## src/rtl/game_pkg.sv

```systemverilog
// rtl/game_pkg.sv - shared encodings for the pong match controller
package game_pkg;

    typedef enum logic [2:0] {
        ST_IDLE  = 3'd0,
        ST_SERVE = 3'd1,
        ST_PLAY  = 3'd2,
        ST_POINT = 3'd3,
        ST_OVER  = 3'd4
    } state_t;

    localparam logic [1:0] WIN_NONE  = 2'b00;
    localparam logic [1:0] WIN_LEFT  = 2'b01;
    localparam logic [1:0] WIN_RIGHT = 2'b10;

    localparam logic DIR_RIGHT = 1'b0;
    localparam logic DIR_LEFT  = 1'b1;

    // Ball gating for a state, returned as {enable, reset}
    function automatic logic [1:0] ball_ctrl(input state_t s);
        case (s)
            ST_PLAY:  ball_ctrl = 2'b10;
            ST_POINT: ball_ctrl = 2'b00;
            default:  ball_ctrl = 2'b01;
        endcase
    endfunction

    function automatic int max_int(input int a, input int b);
        max_int = (a > b) ? a : b;
    endfunction

endpackage

```

## src/rtl/button_sync.sv

```systemverilog
// rtl/button_sync.sv - two-flop synchroniser with rising-edge pulse
module button_sync (
    input  logic clk,
    input  logic rst_n,
    input  logic btn,
    output logic press
);

    logic sync1;
    logic sync2;
    logic prev;

    // Bring the raw pin into the clock domain and keep one cycle of history
    always_ff @(posedge clk or negedge rst_n) begin
        if (!rst_n) begin
            sync1 <= 1'b0;
            sync2 <= 1'b0;
            prev  <= 1'b0;
        end else begin
            sync1 <= btn;
            sync2 <= sync1;
            prev  <= sync2;
        end
    end

    // Left combinational so the FSM acts on the third edge after the pin rises
    assign press = sync2 & ~prev;

endmodule

```

## src/rtl/pong_match_ctrl.sv

```systemverilog
// rtl/pong_match_ctrl.sv - two-player serve/play/point/over sequencer
module pong_match_ctrl
    import game_pkg::*;
#(
    parameter int WIN_SCORE    = 9,
    parameter int SCORE_W      = 4,
    parameter int SERVE_FRAMES = 60,
    parameter int POINT_FRAMES = 30,
    parameter int AUTO_SERVE   = 1
) (
    input  logic               i_Clk,
    input  logic               i_Rst_n,
    input  logic               i_VReset,
    input  logic               i_Miss_Left,
    input  logic               i_Miss_Right,
    input  logic               i_Serve_Btn,
    output logic               o_Ball_Enable,
    output logic               o_Ball_Reset,
    output logic               o_Serve_Dir,
    output logic [SCORE_W-1:0] o_Score_L,
    output logic [SCORE_W-1:0] o_Score_R,
    output logic [1:0]         o_Winner,
    output logic [2:0]         o_State
);

    localparam int FRAME_MAX = max_int(SERVE_FRAMES, POINT_FRAMES);
    localparam int CNT_W     = (FRAME_MAX < 1) ? 1 : $clog2(FRAME_MAX + 1);

    localparam logic [CNT_W:0]     SERVE_LIM = (CNT_W+1)'(SERVE_FRAMES);
    localparam logic [CNT_W:0]     POINT_LIM = (CNT_W+1)'(POINT_FRAMES);
    localparam logic [SCORE_W-1:0] WIN_LIM   = SCORE_W'(WIN_SCORE);
    localparam logic [SCORE_W-1:0] SCORE_ONE = SCORE_W'(1);

    state_t           state;
    logic [CNT_W-1:0] frame_cnt;
    logic [CNT_W:0]   cnt_inc;
    logic             btn_press;
    logic             serve_ready;
    logic             serve_auto_done;
    logic             point_done;

    button_sync u_btn (
        .clk   (i_Clk),
        .rst_n (i_Rst_n),
        .btn   (i_Serve_Btn),
        .press (btn_press)
    );

    // One extra bit so the limit compare cannot overflow at the top count
    assign cnt_inc         = {1'b0, frame_cnt} + (CNT_W+1)'(1);
    assign serve_ready     = ({1'b0, frame_cnt} == SERVE_LIM);
    assign serve_auto_done = i_VReset && (cnt_inc >= SERVE_LIM);
    assign point_done      = i_VReset && (cnt_inc >= POINT_LIM);

    assign o_State = state;

    // Match sequencer; the frame counter clears on every state change
    always_ff @(posedge i_Clk or negedge i_Rst_n) begin
        if (!i_Rst_n) begin
            state         <= ST_IDLE;
            frame_cnt     <= '0;
            o_Score_L     <= '0;
            o_Score_R     <= '0;
            o_Serve_Dir   <= DIR_RIGHT;
            o_Winner      <= WIN_NONE;
            o_Ball_Enable <= 1'b0;
            o_Ball_Reset  <= 1'b1;
        end else begin
            case (state)
                ST_IDLE: begin
                    if (btn_press) begin
                        state                         <= ST_SERVE;
                        frame_cnt                     <= '0;
                        {o_Ball_Enable, o_Ball_Reset} <= ball_ctrl(ST_SERVE);
                    end
                end

                ST_SERVE: begin
                    if (AUTO_SERVE != 0) begin
                        if (serve_auto_done) begin
                            state                         <= ST_PLAY;
                            frame_cnt                     <= '0;
                            {o_Ball_Enable, o_Ball_Reset} <= ball_ctrl(ST_PLAY);
                        end else if (i_VReset) begin
                            frame_cnt <= cnt_inc[CNT_W-1:0];
                        end
                    end else begin
                        // Presses before the hold time has elapsed are dropped
                        if (btn_press && serve_ready) begin
                            state                         <= ST_PLAY;
                            frame_cnt                     <= '0;
                            {o_Ball_Enable, o_Ball_Reset} <= ball_ctrl(ST_PLAY);
                        end else if (i_VReset && !serve_ready) begin
                            frame_cnt <= cnt_inc[CNT_W-1:0];
                        end
                    end
                end

                ST_PLAY: begin
                    if (i_Miss_Left && i_Miss_Right) begin
                        // Simultaneous misses are a let: reserve, nobody scores
                        state                         <= ST_SERVE;
                        frame_cnt                     <= '0;
                        {o_Ball_Enable, o_Ball_Reset} <= ball_ctrl(ST_SERVE);
                    end else if (i_Miss_Left) begin
                        if (o_Score_R < WIN_LIM)
                            o_Score_R <= o_Score_R + SCORE_ONE;
                        o_Serve_Dir                   <= DIR_LEFT;
                        state                         <= ST_POINT;
                        frame_cnt                     <= '0;
                        {o_Ball_Enable, o_Ball_Reset} <= ball_ctrl(ST_POINT);
                    end else if (i_Miss_Right) begin
                        if (o_Score_L < WIN_LIM)
                            o_Score_L <= o_Score_L + SCORE_ONE;
                        o_Serve_Dir                   <= DIR_RIGHT;
                        state                         <= ST_POINT;
                        frame_cnt                     <= '0;
                        {o_Ball_Enable, o_Ball_Reset} <= ball_ctrl(ST_POINT);
                    end
                end

                ST_POINT: begin
                    if (point_done) begin
                        frame_cnt <= '0;
                        if (o_Score_L == WIN_LIM || o_Score_R == WIN_LIM) begin
                            state                         <= ST_OVER;
                            o_Winner                      <= (o_Score_L == WIN_LIM) ? WIN_LEFT : WIN_RIGHT;
                            {o_Ball_Enable, o_Ball_Reset} <= ball_ctrl(ST_OVER);
                        end else begin
                            state                         <= ST_SERVE;
                            {o_Ball_Enable, o_Ball_Reset} <= ball_ctrl(ST_SERVE);
                        end
                    end else if (i_VReset) begin
                        frame_cnt <= cnt_inc[CNT_W-1:0];
                    end
                end

                ST_OVER: begin
                    if (btn_press) begin
                        o_Score_L                     <= '0;
                        o_Score_R                     <= '0;
                        o_Winner                      <= WIN_NONE;
                        o_Serve_Dir                   <= DIR_RIGHT;
                        state                         <= ST_SERVE;
                        frame_cnt                     <= '0;
                        {o_Ball_Enable, o_Ball_Reset} <= ball_ctrl(ST_SERVE);
                    end
                end

                default: begin
                    state                         <= ST_IDLE;
                    frame_cnt                     <= '0;
                    {o_Ball_Enable, o_Ball_Reset} <= ball_ctrl(ST_IDLE);
                end
            endcase
        end
    end

endmodule
```

## config.mk

```make
export PLATFORM = sky130hd
export DESIGN_NAME = pong_match_ctrl
export DESIGN_NICKNAME = d
export VERILOG_FILES = /design/src/rtl/game_pkg.sv /design/src/rtl/button_sync.sv /design/src/rtl/pong_match_ctrl.sv
export SDC_FILE = /design/constraint.sdc
export NUM_CORES = 1
export LEC_CHECK = 0
export BUFFER_PORTS_ARGS = -buffer_cell sky130_fd_sc_hd__buf_2
export CORE_ASPECT_RATIO = 2
export CORE_MARGIN = 2
export CORE_UTILIZATION = 26
export CTS_CLUSTER_DIAMETER = 200
export DETAILED_ROUTE_END_ITERATION = 8
export GPL_ROUTABILITY_DRIVEN = 0
export GPL_TIMING_DRIVEN = 0
export SETUP_SLACK_MARGIN = 0.2
export SYNTH_ARGS = -nofsm -noshare
export SYNTH_HDL_FRONTEND = slang
export SYNTH_HIERARCHICAL = 1
export SYNTH_SLANG_ARGS = --single-unit
export TNS_END_PERCENT = 20
```

## constraint.sdc

```tcl
create_clock -name i_Clk -period 2.2 [get_ports i_Clk]
set_input_delay 0.22 -clock i_Clk [delete_from_list [all_inputs] [get_ports i_Clk]]
set_output_delay 0.22 -clock i_Clk [all_outputs]
set_load 0.01 [all_outputs]
```

== Word level (Yosys, flattened, before mapping) ==
Index checks and enable logic that the tools add are counted.

* Bits in registers: 25

* Add/subtract/negate cells: 3
* Magnitude comparators: 4
* Equal/unequal tests: 19
* Multiplexer cells: 46
* Bitwise logic cells: 2
* Reductions and logical operators: 14

{| class="wikitable"
|+ Operator list
! kind !! count
|-
| $mux W6 || 7
|-
| $mux W4 || 8
|-
| $pmux W6 S4 || 1
|-
| $mux W3 || 7
|-
| $ne A2 B2 Y1 const B || 10
|-
| $pmux W4 S2 || 2
|-
| $mux W1 || 12
|-
| $pmux W3 S4 || 1
|-
| $reduce_and A4 Y1 || 3
|-
| $add A4 B1 Y4 const B || 2
|-
| $eq A4 B4 Y1 const B || 2
|-
| $lt A4 B4 Y1 const B || 2
|-
| $mux W2 || 4
|-
| $pmux W1 S4 || 2
|-
| $add A6 B1 Y7 const B || 1
|-
| $ge A7 B5 Y1 const B || 1
|-
| $ge A7 B6 Y1 const B || 1
|-
| $eq A3 B2 Y1 const B || 2
|-
| $reduce_and A6 Y1 || 1
|-
| $reduce_and A5 Y1 || 1
|-
| $ne A4 B4 Y1 const B || 1
|-
| $pmux W2 S2 || 1
|-
| $reduce_bool A2 Y1 || 2
|-
| $eq A3 B1 Y1 const B || 1
|-
| other kinds (11) || 13
|}

== Longest topological paths before layout ==
Gate-level depths: netlist of the first run.

* Depth in word-level cells: 6
* Depth in mapped cells: 8
* Depth with buffers taken out: 8

== Hierarchy ==
Netlist of the first run, hierarchy kept.

{| class="wikitable"
|+ Modules (own cells, without submodules)
! module !! instances !! cells each !! area each (um2)
|-
| pong_match_ctrl || 1 || 154 || 1,433.9
|-
| button_sync || 1 || 4 || 88.8
|}

== Worst setup path after synthesis of the first run ==
OpenSTA, ideal clock, no wires.

* Path type: register to register
* Start point: reg frame_cnt[0]
* End point: reg o_Ball_Enable
* Library setup time: 0.125 ns
* Arrival time: 1.849 ns
* Required time: 2.075 ns
* Slack: 0.227 ns
* Cell stages (with the launch flop): 8
* Path buffers: 0
* Clock period less this slack: 1.973 ns
* Cell sequence: dfrtp_1 > ha_1 > nor2_1 > mux2_4 > a31oi_1 > a41oi_2 > o21ai_2 > mux2_2

* Longest elaborated chain between the ends: 5
* Elaborated cells between the ends (all ways): 8

{| class="wikitable"
|+ RTL lines
! item !! line !! source
|-
| start, declared || pong_match_ctrl.sv:35 || <nowiki>logic [CNT_W-1:0] frame_cnt;</nowiki>
|-
| start signal, assigned || pong_match_ctrl.sv:85 || <nowiki>frame_cnt <= cnt_inc[CNT_W-1:0];</nowiki>
|-
| start signal, assigned || pong_match_ctrl.sv:94 || <nowiki>frame_cnt <= cnt_inc[CNT_W-1:0];</nowiki>
|-
| start signal, assigned || pong_match_ctrl.sv:134 || <nowiki>frame_cnt <= cnt_inc[CNT_W-1:0];</nowiki>
|-
| $add A6 B1 Y7 (*) || pong_match_ctrl.sv:50 || <nowiki>assign cnt_inc = {1'b0, frame_cnt} + (CNT_W+1)'(1);</nowiki>
|-
| $ge A7 B5 Y1 / $ge A7 B6 Y1 (equally long branches) || pong_match_ctrl.sv:53, pong_match_ctrl.sv:52 ||
|-
| $logic_and A1 B1 Y1, on equally long branches || pong_match_ctrl.sv:53, pong_match_ctrl.sv:52 ||
|-
| $ne A2 B2 Y1 (no line) || -- ||
|-
| $reduce_and A4 Y1 (no line) (*) || -- ||
|-
| end signal, assigned || pong_match_ctrl.sv:74 || <nowiki>{o_Ball_Enable, o_Ball_Reset} <= ball_ctrl(ST_SERVE);</nowiki>
|-
| end signal, assigned || pong_match_ctrl.sv:83 || <nowiki>{o_Ball_Enable, o_Ball_Reset} <= ball_ctrl(ST_PLAY);</nowiki>
|-
| end signal, assigned || pong_match_ctrl.sv:92 || <nowiki>{o_Ball_Enable, o_Ball_Reset} <= ball_ctrl(ST_PLAY);</nowiki>
|-
| end, declared || pong_match_ctrl.sv:17 || <nowiki>output logic o_Ball_Enable,</nowiki>
|}

Mark *: on every way between the ends. The rest lies on a longest branch, timed or not.
A chain may end at the register's enable or synchronous reset.

== Final worst setup path of the first run ==
Same ends and word-level chain as after synthesis.

==> impl_metrics.toml, run 1 <==
[outcome]
status = "complete, no violations"

[timing]
finalCritPeriodShare_pct = 93.65
worst_slack_ns = 0.1396
tightestPinTransition_ns = 0.5758
maxSlewHeadroom_pct = 61.62
fmax_ghz = 0.4853
report.final.hold_viol_count = 0
setup_violations = 0
period_minus_slack_ns = 2.060
fin_hold_ws_ns = 0.06716
timing.final.max_slew_violations = 0
setup_repair_after_global_routing_missed_its_margin = "true"
finalClockSkew_ns = 0.001975

[cells_and_area]
diode_insertion_count_for_antenna_repair = 0
sequential_cell_area_sq_um = 629.4
areaGrowthSynthToFinish_pct = 23.67
postLayoutCoreUtil_pct = 33.27
drive_gt1_share_pct = 30.48
instances_no_fill = 248
design.final.nets = 202
multi_input_comb_area_sq_um = 843.3
fill_cells = 597

[global_routing]
pin_count_of_the_biggest_net_entering_global_routing = 26
gr-total-overflow = 0
via_count_of_the_first_global_routing_pass = 1292
first_pass_grt_wire_length_um = 5982
global_route.usage.total_pct = 11.75
initial_antenna_violation_count = 0

[setup_path]
worstPathMaxFanout = 7
worst_ep_required_time_ns = 2.34
crit_arrival_ns = 2.20
timing_worst_setup_path_type = "flop to flop"
worst_setup_path_start_kind = "flop"
setup.worst_path.end_class = "flop"

[synthesis]
post_synth_instance_area_sq_um = 1523
netlist.area_leader.share_pct = 39.44
synth_fp_nets = 172
ys_top_cells_by_area = "sky130_fd_sc_hd__dfrtp_1 39%, sky130_fd_sc_hd__ha_1 6.6%, sky130_fd_sc_hd__nand2_1 4.4%"
flip_flop_and_latch_count_after_synthesis = 25
yosys_warnings = 6
synth_seq_area_share_pct = 41.17
post_synth_num_cell_types = 41
synth_cells = 158
async_flop_share_pct = 100.0
average_cell_area_after_synthesis_sq_um = 9.637
synth_edf_count = 0
postSynth.topFlopCell = "sky130_fd_sc_hd__dfrtp_1"
synth.largest_area_cell = "sky130_fd_sc_hd__dfrtp_1"

[drt]
detailroute.via_count = 1250
drtAntennaViolNets = 0
post_drt_via_cell_ratio = 5.040
route.final.wire_length_um = 3589
drt_first_iter_violations = 25
post_drt_wl_per_cell_um = 14.47
drc_violation_count_after_routing = 0
drtPass1Iterations = 4

[placement]
post-place-cells = 239
place_worst_setup_slack_ns = -0.01279
dpl.hpwl_um = 2731
buffer_ports.inserted = 20

[clocking]
cts-root-buf = "sky130_fd_sc_hd__clkbuf_16"
clock_sink_count = 25
cts_tree = "yes"
clk-insertion-delay-late_ns = 0.25
cts-htree-levels = 1
clk_path_buf_depth = 2
cts_made_buffers = 3
clock_transition_at_the_registers_of_the_reported_paths_ns = 0.06

[floorplan]
floorplan.io_pins = 22
initial_utilization_pct = 26.90
core_area_sq_um = 5660
die-width_um = 58.12
die_h_um = 112.2
design.die.area_sq_um = 6522
row_count = 39

[power_and_ir_drop]
leakagePower_uw = 0.0008515
vdd_ir_drop_max_mv = 0.6370
power_density_nw_per_um2 = 876.8

[hold_path]
worst_hold_path_type = "input pin to flop"

[job]
maxCapViolCount = 0
## logic make-up (layout without fill, tap and decap cells)
family	Yosys count	count (layout)	share of synthesized area, %
AO/OA/AOI/OAI	43	43	20.13
adder cells (fa/ha/maj)	8	8	6.574
flip-flops	25	25	41.17
XOR/XNOR	2	2	1.151
buffers and inverters	19	48	7.724
AND/OR/NAND/NOR	54	54	18.08
multiplexers	7	7	5.176
## flip-flops by register name (all words and copies together), names as in the netlist
name and flops:
u_btn/sync1 1, o_Serve_Dir 1, u_btn/prev 1, frame_cnt 6, o_State 3, o_Score_R 4, o_Winner 2, o_Ball_Enable 1
o_Ball_Reset 1, u_btn/sync2 1, o_Score_L 4
## cells in the mapped netlist (4+ instances only)
| cell type | number |
|---|---|
| sky130_fd_sc_hd__nor3b_1 | 4 |
| sky130_fd_sc_hd__nor3_1 | 4 |
| sky130_fd_sc_hd__a21oi_1 | 9 |
| sky130_fd_sc_hd__nand3_1 | 9 |
| sky130_fd_sc_hd__inv_1 | 11 |
| sky130_fd_sc_hd__nand2_1 | 18 |
| sky130_fd_sc_hd__nor2_1 | 8 |
| sky130_fd_sc_hd__dfrtp_1 | 24 |
| sky130_fd_sc_hd__o21ai_0 | 13 |
| sky130_fd_sc_hd__ha_1 | 8 |
## worst paths after layout
path,start,slack (ns),cells past startpoint,endpoint
worst max-delay path,frame_cnt[0],0.14,7,o_Ball_Enable
worst min-delay path,i_Serve_Btn,0.07,1,u_btn/sync1
worst max register to register,frame_cnt[0],0.14,7,o_Ball_Enable
worst min register to register,u_btn/sync1,0.35,0,u_btn/sync2
max in group asynchronous,i_Rst_n,1.29,2,frame_cnt[0]
min in group asynchronous,i_Rst_n,0.50,2,o_Score_L[0]
## worst max-delay path, stage by stage (launching register included)
cell	delay (ns)
sky130_fd_sc_hd__dfrtp_2	0.45
sky130_fd_sc_hd__ha_4	0.20
sky130_fd_sc_hd__nor2_1	0.05
sky130_fd_sc_hd__mux2_4	0.29
sky130_fd_sc_hd__a31oi_2	0.21
sky130_fd_sc_hd__a41oi_2	0.21
sky130_fd_sc_hd__o21ai_2	0.16
sky130_fd_sc_hd__mux2_2	0.37
## layer usage
metal | up-vias | part of all wire, % | track usage, %
met5 | - | 0 | 0
met4 | 0 | 2.9 | 6.667
met3 | 8 | 1.8 | 1.613
met2 | 19 | 60 | 22.20
met1 | 601 | 36 | 11.52
li1 | 622 | - | -
## metrics by stage
| stage | setup TNS, ns | area, sq um | total power (uW) |
|---|---|---|---|
| floorplan | 0 | 1523 | 1036 |
| global route | 0 | 1883 | 1768 |
| CTS | 0 | 1817 | 1609 |
| global placement | 0 | 1699 | 1169 |
| detailed placement | -0.01279 | 1699 | 1184 |
| finish | 0 | 1883 | 1651 |
## what timing repair did
action,CTS,global route
gates resized for setup,6,7
gates cloned,0,1
hold endpoints to repair,24,0
pin swaps,1,2
buffers inserted,0,3
hold buffers,1,0
endpoints found under the setup margin,11,13
## power by group
group	internal, uW	switching [uW]
sequential	546	79.9
clock	247	151
combinational	289	338
## cell usage in the layout (no fill, tap or decap), types with 2 or more instances in the layout
cell,count
sky130_fd_sc_hd__a41oi_1,2
sky130_fd_sc_hd__a31oi_1,2
sky130_fd_sc_hd__buf_4,6
sky130_fd_sc_hd__clkbuf_8,2
sky130_fd_sc_hd__nand2_1,17
sky130_fd_sc_hd__o2bb2ai_1,2
sky130_fd_sc_hd__a21oi_1,8
sky130_fd_sc_hd__nand4_1,3
sky130_fd_sc_hd__clkbuf_16,3
sky130_fd_sc_hd__nor3b_1,2
sky130_fd_sc_hd__nor3_2,2
sky130_fd_sc_hd__clkbuf_1,2
sky130_fd_sc_hd__ha_4,2
sky130_fd_sc_hd__dfrtp_1,22
sky130_fd_sc_hd__buf_6,2
sky130_fd_sc_hd__a21o_1,3
sky130_fd_sc_hd__or3_1,2
sky130_fd_sc_hd__ha_1,6
sky130_fd_sc_hd__mux2i_1,3
sky130_fd_sc_hd__nor2_1,8
sky130_fd_sc_hd__buf_2,21
sky130_fd_sc_hd__a211o_1,3
sky130_fd_sc_hd__dfrtp_2,2
sky130_fd_sc_hd__nand3_1,9
sky130_fd_sc_hd__mux2_2,2
sky130_fd_sc_hd__nor3_1,3
sky130_fd_sc_hd__xor2_1,2
sky130_fd_sc_hd__o21ai_0,13
sky130_fd_sc_hd__inv_1,11
## layout make-up
class	instances	share of cell area, %
tap	61	4.053
timing repair buffer	25	7.309
sequential	25	33.42
buffer	8	4.053
multi-input combinational	114	44.78
inverter	11	2.193
clock buffer	4	4.186
No activity file was read; power rests on OpenSTA's default activity.
==> inputs of run 2 (changes only) <==
==> constraint.sdc (replaced) <==
create_clock -name i_Clk -period 2.2 [get_ports i_Clk]
set_input_delay 0.11 -clock i_Clk [delete_from_list [all_inputs] [get_ports i_Clk]]
set_output_delay 0.11 -clock i_Clk [all_outputs]
set_load 0.01 [all_outputs]
==> impl_metrics.toml, run 2 (synthesis results as in run 1) <==
[outcome]
status = "complete, no violations"

[clocking]
cts_made_buffers = 3
cts-htree-levels = 1
cts_tree = "yes"
cts-root-buf = "sky130_fd_sc_hd__clkbuf_16"
clock_sink_count = 25
clk-insertion-delay-late_ns = 0.25
clk_path_buf_depth = 2
clock_transition_at_the_registers_of_the_reported_paths_ns = 0.06

[floorplan]
row_count = 39
die_h_um = 112.2
initial_utilization_pct = 26.90
floorplan.io_pins = 22
design.die.area_sq_um = 6522
core_area_sq_um = 5660
die-width_um = 58.12

[global_routing]
gr-total-overflow = 0
global_route.usage.total_pct = 11.79
via_count_of_the_first_global_routing_pass = 1304
pin_count_of_the_biggest_net_entering_global_routing = 26
initial_antenna_violation_count = 0
first_pass_grt_wire_length_um = 6009

[setup_path]
setup.worst_path.end_class = "flop"
worstPathMaxFanout = 7
timing_worst_setup_path_type = "flop to flop"
worst_setup_path_start_kind = "flop"
worst_ep_required_time_ns = 2.34
timing.rr.start = "frame_cnt[0]"
critical_path.startpoint = "frame_cnt[0]"
crit_arrival_ns = 2.20

[timing]
tightestPinTransition_ns = 0.5755
setup_repair_after_global_routing_missed_its_margin = "true"
maxSlewHeadroom_pct = 61.63
fmax_ghz = 0.4855
timing.final.max_slew_violations = 0
finalCritPeriodShare_pct = 93.62
period_minus_slack_ns = 2.060
report.final.hold_viol_count = 0
fin_setup_tns_ns = 0
finalClockSkew_ns = 0.001964
setup_violations = 0

[drt]
post_drt_wl_per_cell_um = 14.43
route.final.wire_length_um = 3594
dr_wl_met2_um = 2147
drtAntennaViolNets = 0
topRoutingLayerUsed = "met4"
drc_violation_count_after_routing = 0
m1WireLength_um = 1280
route.met3.wl_um = 63
drtPass1Iterations = 4
post_drt_via_cell_ratio = 5.040
drt_first_iter_violations = 27
detailroute.via_count = 1255

[power_and_ir_drop]
vdd_ir_drop_max_mv = 0.6370
power_density_nw_per_um2 = 873.0
leakagePower_uw = 0.0008557

[cells_and_area]
final_cell_mix = "22 x sky130_fd_sc_hd__dfrtp_1, 21 x sky130_fd_sc_hd__buf_2, 17 x sky130_fd_sc_hd__nand2_1"
largest-register = "frame_cnt"
postLayoutCoreUtil_pct = 33.44
diode_insertion_count_for_antenna_repair = 0
drive_gt1_share_pct = 30.32
design.final.nets = 203
top_flop_regs = "frame_cnt x6, o_Score_L x4, o_Score_R x4"
areaGrowthSynthToFinish_pct = 24.32
number_of_flip_flops_in_the_largest_register = 6
final_common_cell = "sky130_fd_sc_hd__dfrtp_1"

[placement]
dpl.hpwl_um = 2731
buffer_ports.inserted = 20

[job]
maxCapViolCount = 0

[hold_path]
hold_path_startpoint = "i_Miss_Left"
worst_hold_path_type = "input pin to flop"
[run 2: cell count changes in the layout (fill, tap and decap cells not counted), sizes merged]
cell / change
dlygate4sd3: +1
[run 2: per-stage QoR]
step	hold WS, ns	area [sq um]	power (uW)	setup WS [ns]	cells
finish	0.1401	1893	1653	0.1405	249
CTS	0.1402	1827	1610	0.1507	245
global route	0.1458	1893	1770	0.05303	249
global placement	0.1358	1699	1169	0.03305	239
detailed placement	0.1373	1699	1184	-0.01279	239
floorplan	-0.1856	1523	1036	0.2266	158
[run 2: repair_timing]
action	in CTS	in global routing
pin swaps	1	2
gates cloned	0	1
endpoints found under the hold margin	25	0
setup buffers	0	3
gates resized for setup	6	7
hold buffers	2	0
endpoints found under the setup margin	11	13
[run 2: cell type report]
class / count / area, sq um
Buffer: 8 / 76.32
Clock buffer: 4 / 78.83
Fill cell: 596 / 3767
Inverter: 11 / 41.29
Multi-Input combinational cell: 114 / 843.3
Sequential cell: 25 / 629.4
Tap cell: 61 / 76.32
Timing Repair Buffer: 26 / 147.6
[run 2: final timing paths]
| kind | endpoint | slack, ns | depth (start not counted) |
|---|---|---|---|
| setup reg to reg | o_Ball_Enable | 0.14 | 7 |
| hold reg to reg | u_btn/sync2 | 0.35 | 0 |
| hold / removal | o_Serve_Dir | 0.14 | 3 |
| setup / recovery | o_Ball_Enable | 0.14 | 7 |
| max in group asynchronous | frame_cnt[0] | 1.40 | 2 |
| min in group asynchronous | o_Score_L[0] | 0.39 | 2 |
[run 2: routing by layer]
layer | track usage (%) | vias to the layer above
met1 | 11.52 | 604
met4 | 6.667 | 0
li1 | - | 624
met5 | 0 | -
met3 | 1.613 | 8
met2 | 22.35 | 19
[run 2: report_power, final]
| part | internal [uW] | switching, uW |
|---|---|---|
| Sequential | 546 | 80.0 |
| Combinational | 290 | 339 |
| Clock | 247 | 151 |
| Total | 1080 | 569 |
[run 2: critical path: stages (launching register included)]
cell,delay [ns]
sky130_fd_sc_hd__dfrtp_2,0.45
sky130_fd_sc_hd__ha_4,0.20
sky130_fd_sc_hd__nor2_1,0.05
sky130_fd_sc_hd__mux2_4,0.29
sky130_fd_sc_hd__a31oi_2,0.21
sky130_fd_sc_hd__a41oi_2,0.21
sky130_fd_sc_hd__o21ai_2,0.16
sky130_fd_sc_hd__mux2_2,0.37
==> inputs of run 3 (changes only) <==
GPL_TIMING_DRIVEN = unset   (was 0)
==> impl_metrics.toml, run 3 (synthesis results as in run 1) <==
[floorplan]
core_area_sq_um = 5660
initial_utilization_pct = 26.90
die_h_um = 112.2
floorplan.io_pins = 22
design.die.area_sq_um = 6522
die-width_um = 58.12
row_count = 39

[setup_path]
worstPathMaxFanout = 5
r2r_setup_slack_ns = 0.20
timing.rr.start = "frame_cnt[0]"
crit_arrival_ns = 2.14
worst_ep_required_time_ns = 2.35
setup.worst_path.end_class = "flop"
rr_worst_depth = 7
timing_worst_setup_path_type = "flop to flop"
rr_endpoint = "o_Ball_Enable"
worst_setup_path_start_kind = "flop"

[timing]
finalCritPeriodShare_pct = 90.70
setup_violations = 0
fin_hold_ws_ns = 0.1389
finalClockSkew_ns = 0.007805
setup_repair_after_global_routing_missed_its_margin = "true"
maxSlewHeadroom_pct = 58.45
fin_setup_tns_ns = 0
tightestPinTransition_ns = 0.6185
fmax_ghz = 0.5012
timing.final.max_slew_violations = 0
period_minus_slack_ns = 1.995
report.final.hold_viol_count = 0

[global_routing]
initial_antenna_violation_count = 0
global_route.usage.total_pct = 11.63
via_count_of_the_first_global_routing_pass = 1365
gr-total-overflow = 0
pin_count_of_the_biggest_net_entering_global_routing = 26
first_pass_grt_wire_length_um = 6051

[drt]
post_drt_wl_per_cell_um = 13.91
drc_violation_count_after_routing = 0
drt_first_iter_violations = 21
detailroute.via_count = 1289
drtAntennaViolNets = 0
post_drt_via_cell_ratio = 5.177
route.final.wire_length_um = 3464
drtPass1Iterations = 4

[power_and_ir_drop]
leakagePower_uw = 0.0008495
vdd_ir_drop_max_mv = 0.5608
power_density_nw_per_um2 = 861.5
design_power_total_uw = 1606

[cells_and_area]
final_cell_mix = "23 x sky130_fd_sc_hd__dfrtp_1, 21 x sky130_fd_sc_hd__buf_2, 17 x sky130_fd_sc_hd__nand2_1"
diode_insertion_count_for_antenna_repair = 0
final_common_cell = "sky130_fd_sc_hd__dfrtp_1"
number_of_flip_flops_in_the_largest_register = 6
drive_gt1_share_pct = 29.26
top_flop_regs = "frame_cnt x6, o_Score_L x4, o_Score_R x4"
largest-register = "frame_cnt"
areaGrowthSynthToFinish_pct = 22.43
design.final.nets = 203

[clocking]
clock_transition_at_the_registers_of_the_reported_paths_ns = 0.06
clk-insertion-delay-late_ns = 0.26
clock_sink_count = 25
cts_tree = "yes"
cts-htree-levels = 1
cts-root-buf = "sky130_fd_sc_hd__clkbuf_16"
cts_made_buffers = 3
clk_path_buf_depth = 2

[hold_path]
worst_hold_path_type = "input pin to flop"
hold_path_startpoint = "i_Miss_Left"
worst_hold_path.endpoint = "o_Serve_Dir"
hold_path_depth = 3

[placement]
buffer_ports.inserted = 21
dpl.hpwl_um = 2683

[job]
maxCapViolCount = 0

[outcome]
status = "complete, no violations"
run 3: cell types whose count changed in the layout (fill, tap and decap cells not counted), sizes merged:
cell	delta
buf	+3
clkbuf	-3
run 3: per-stage QoR:
stage          setup WS, ns  utilization [%]  area (sq um)  std cells
5_1_grt              0.1007            32.94          1864        249
2_1_floorplan        0.2266                -          1523        158
4_1_cts              0.2086            32.18          1822        248
3_5_place_dp        0.04319            29.82          1688        240
6_report             0.2046            32.94          1864        249
3_3_place_gp         0.1756            29.82          1688        240
run 3: layout make-up:
class | instances | area (sq um)
Multi-Input combinational cell | 114 | 832.0
Clock buffer | 4 | 78.83
Inverter | 11 | 41.29
Tap cell | 61 | 76.32
Sequential cell | 25 | 628.1
Fill cell | 619 | 3796
Timing Repair Buffer | 34 | 207.7
run 3: per-layer routing:
metal  GRT usage [%]  share of wire [%]
met2           22.42                 61
met3           1.152                1.5
met1           11.50                 35
met4           6.047                2.0
met5               0                  0
run 3: worst max-delay path, cell delays in order, from the launching register on:
cell	delay, ns
sky130_fd_sc_hd__dfrtp_1	0.42
sky130_fd_sc_hd__buf_4	0.17
sky130_fd_sc_hd__nand2_2	0.11
sky130_fd_sc_hd__mux2_4	0.34
sky130_fd_sc_hd__a31oi_2	0.19
sky130_fd_sc_hd__a41oi_2	0.16
sky130_fd_sc_hd__o21ai_2	0.14
sky130_fd_sc_hd__mux2_2	0.36
run 3: where the power goes:
part	internal [uW]	total (uW)	switching, uW
Combinational	252	554	302
Sequential	544	655	111
Clock	247	397	150
run 3: worst max-delay path by stage:
stage          depth (start not counted)             to  slack (ns)          from
4_1_cts                                5    o_Winner[1]        0.21  frame_cnt[4]
6_report                               7  o_Ball_Enable        0.20  frame_cnt[0]
3_5_place_dp                           8   frame_cnt[2]        0.04  frame_cnt[1]
2_1_floorplan                          7  o_Ball_Enable        0.23  frame_cnt[0]
3_3_place_gp                           8   frame_cnt[2]        0.18  frame_cnt[0]
5_1_grt                                7  o_Ball_Enable        0.10  frame_cnt[0]
run 3: what timing repair did:
| action | in CTS | in global routing |
|---|---|---|
| endpoints found under the hold margin | 25 | 0 |
| pin swaps | 2 | 1 |
| setup buffers | 2 | 1 |
| hold buffers | 2 | 0 |
| resized for setup | 4 | 6 |
| endpoints found under the setup margin | 8 | 14 |
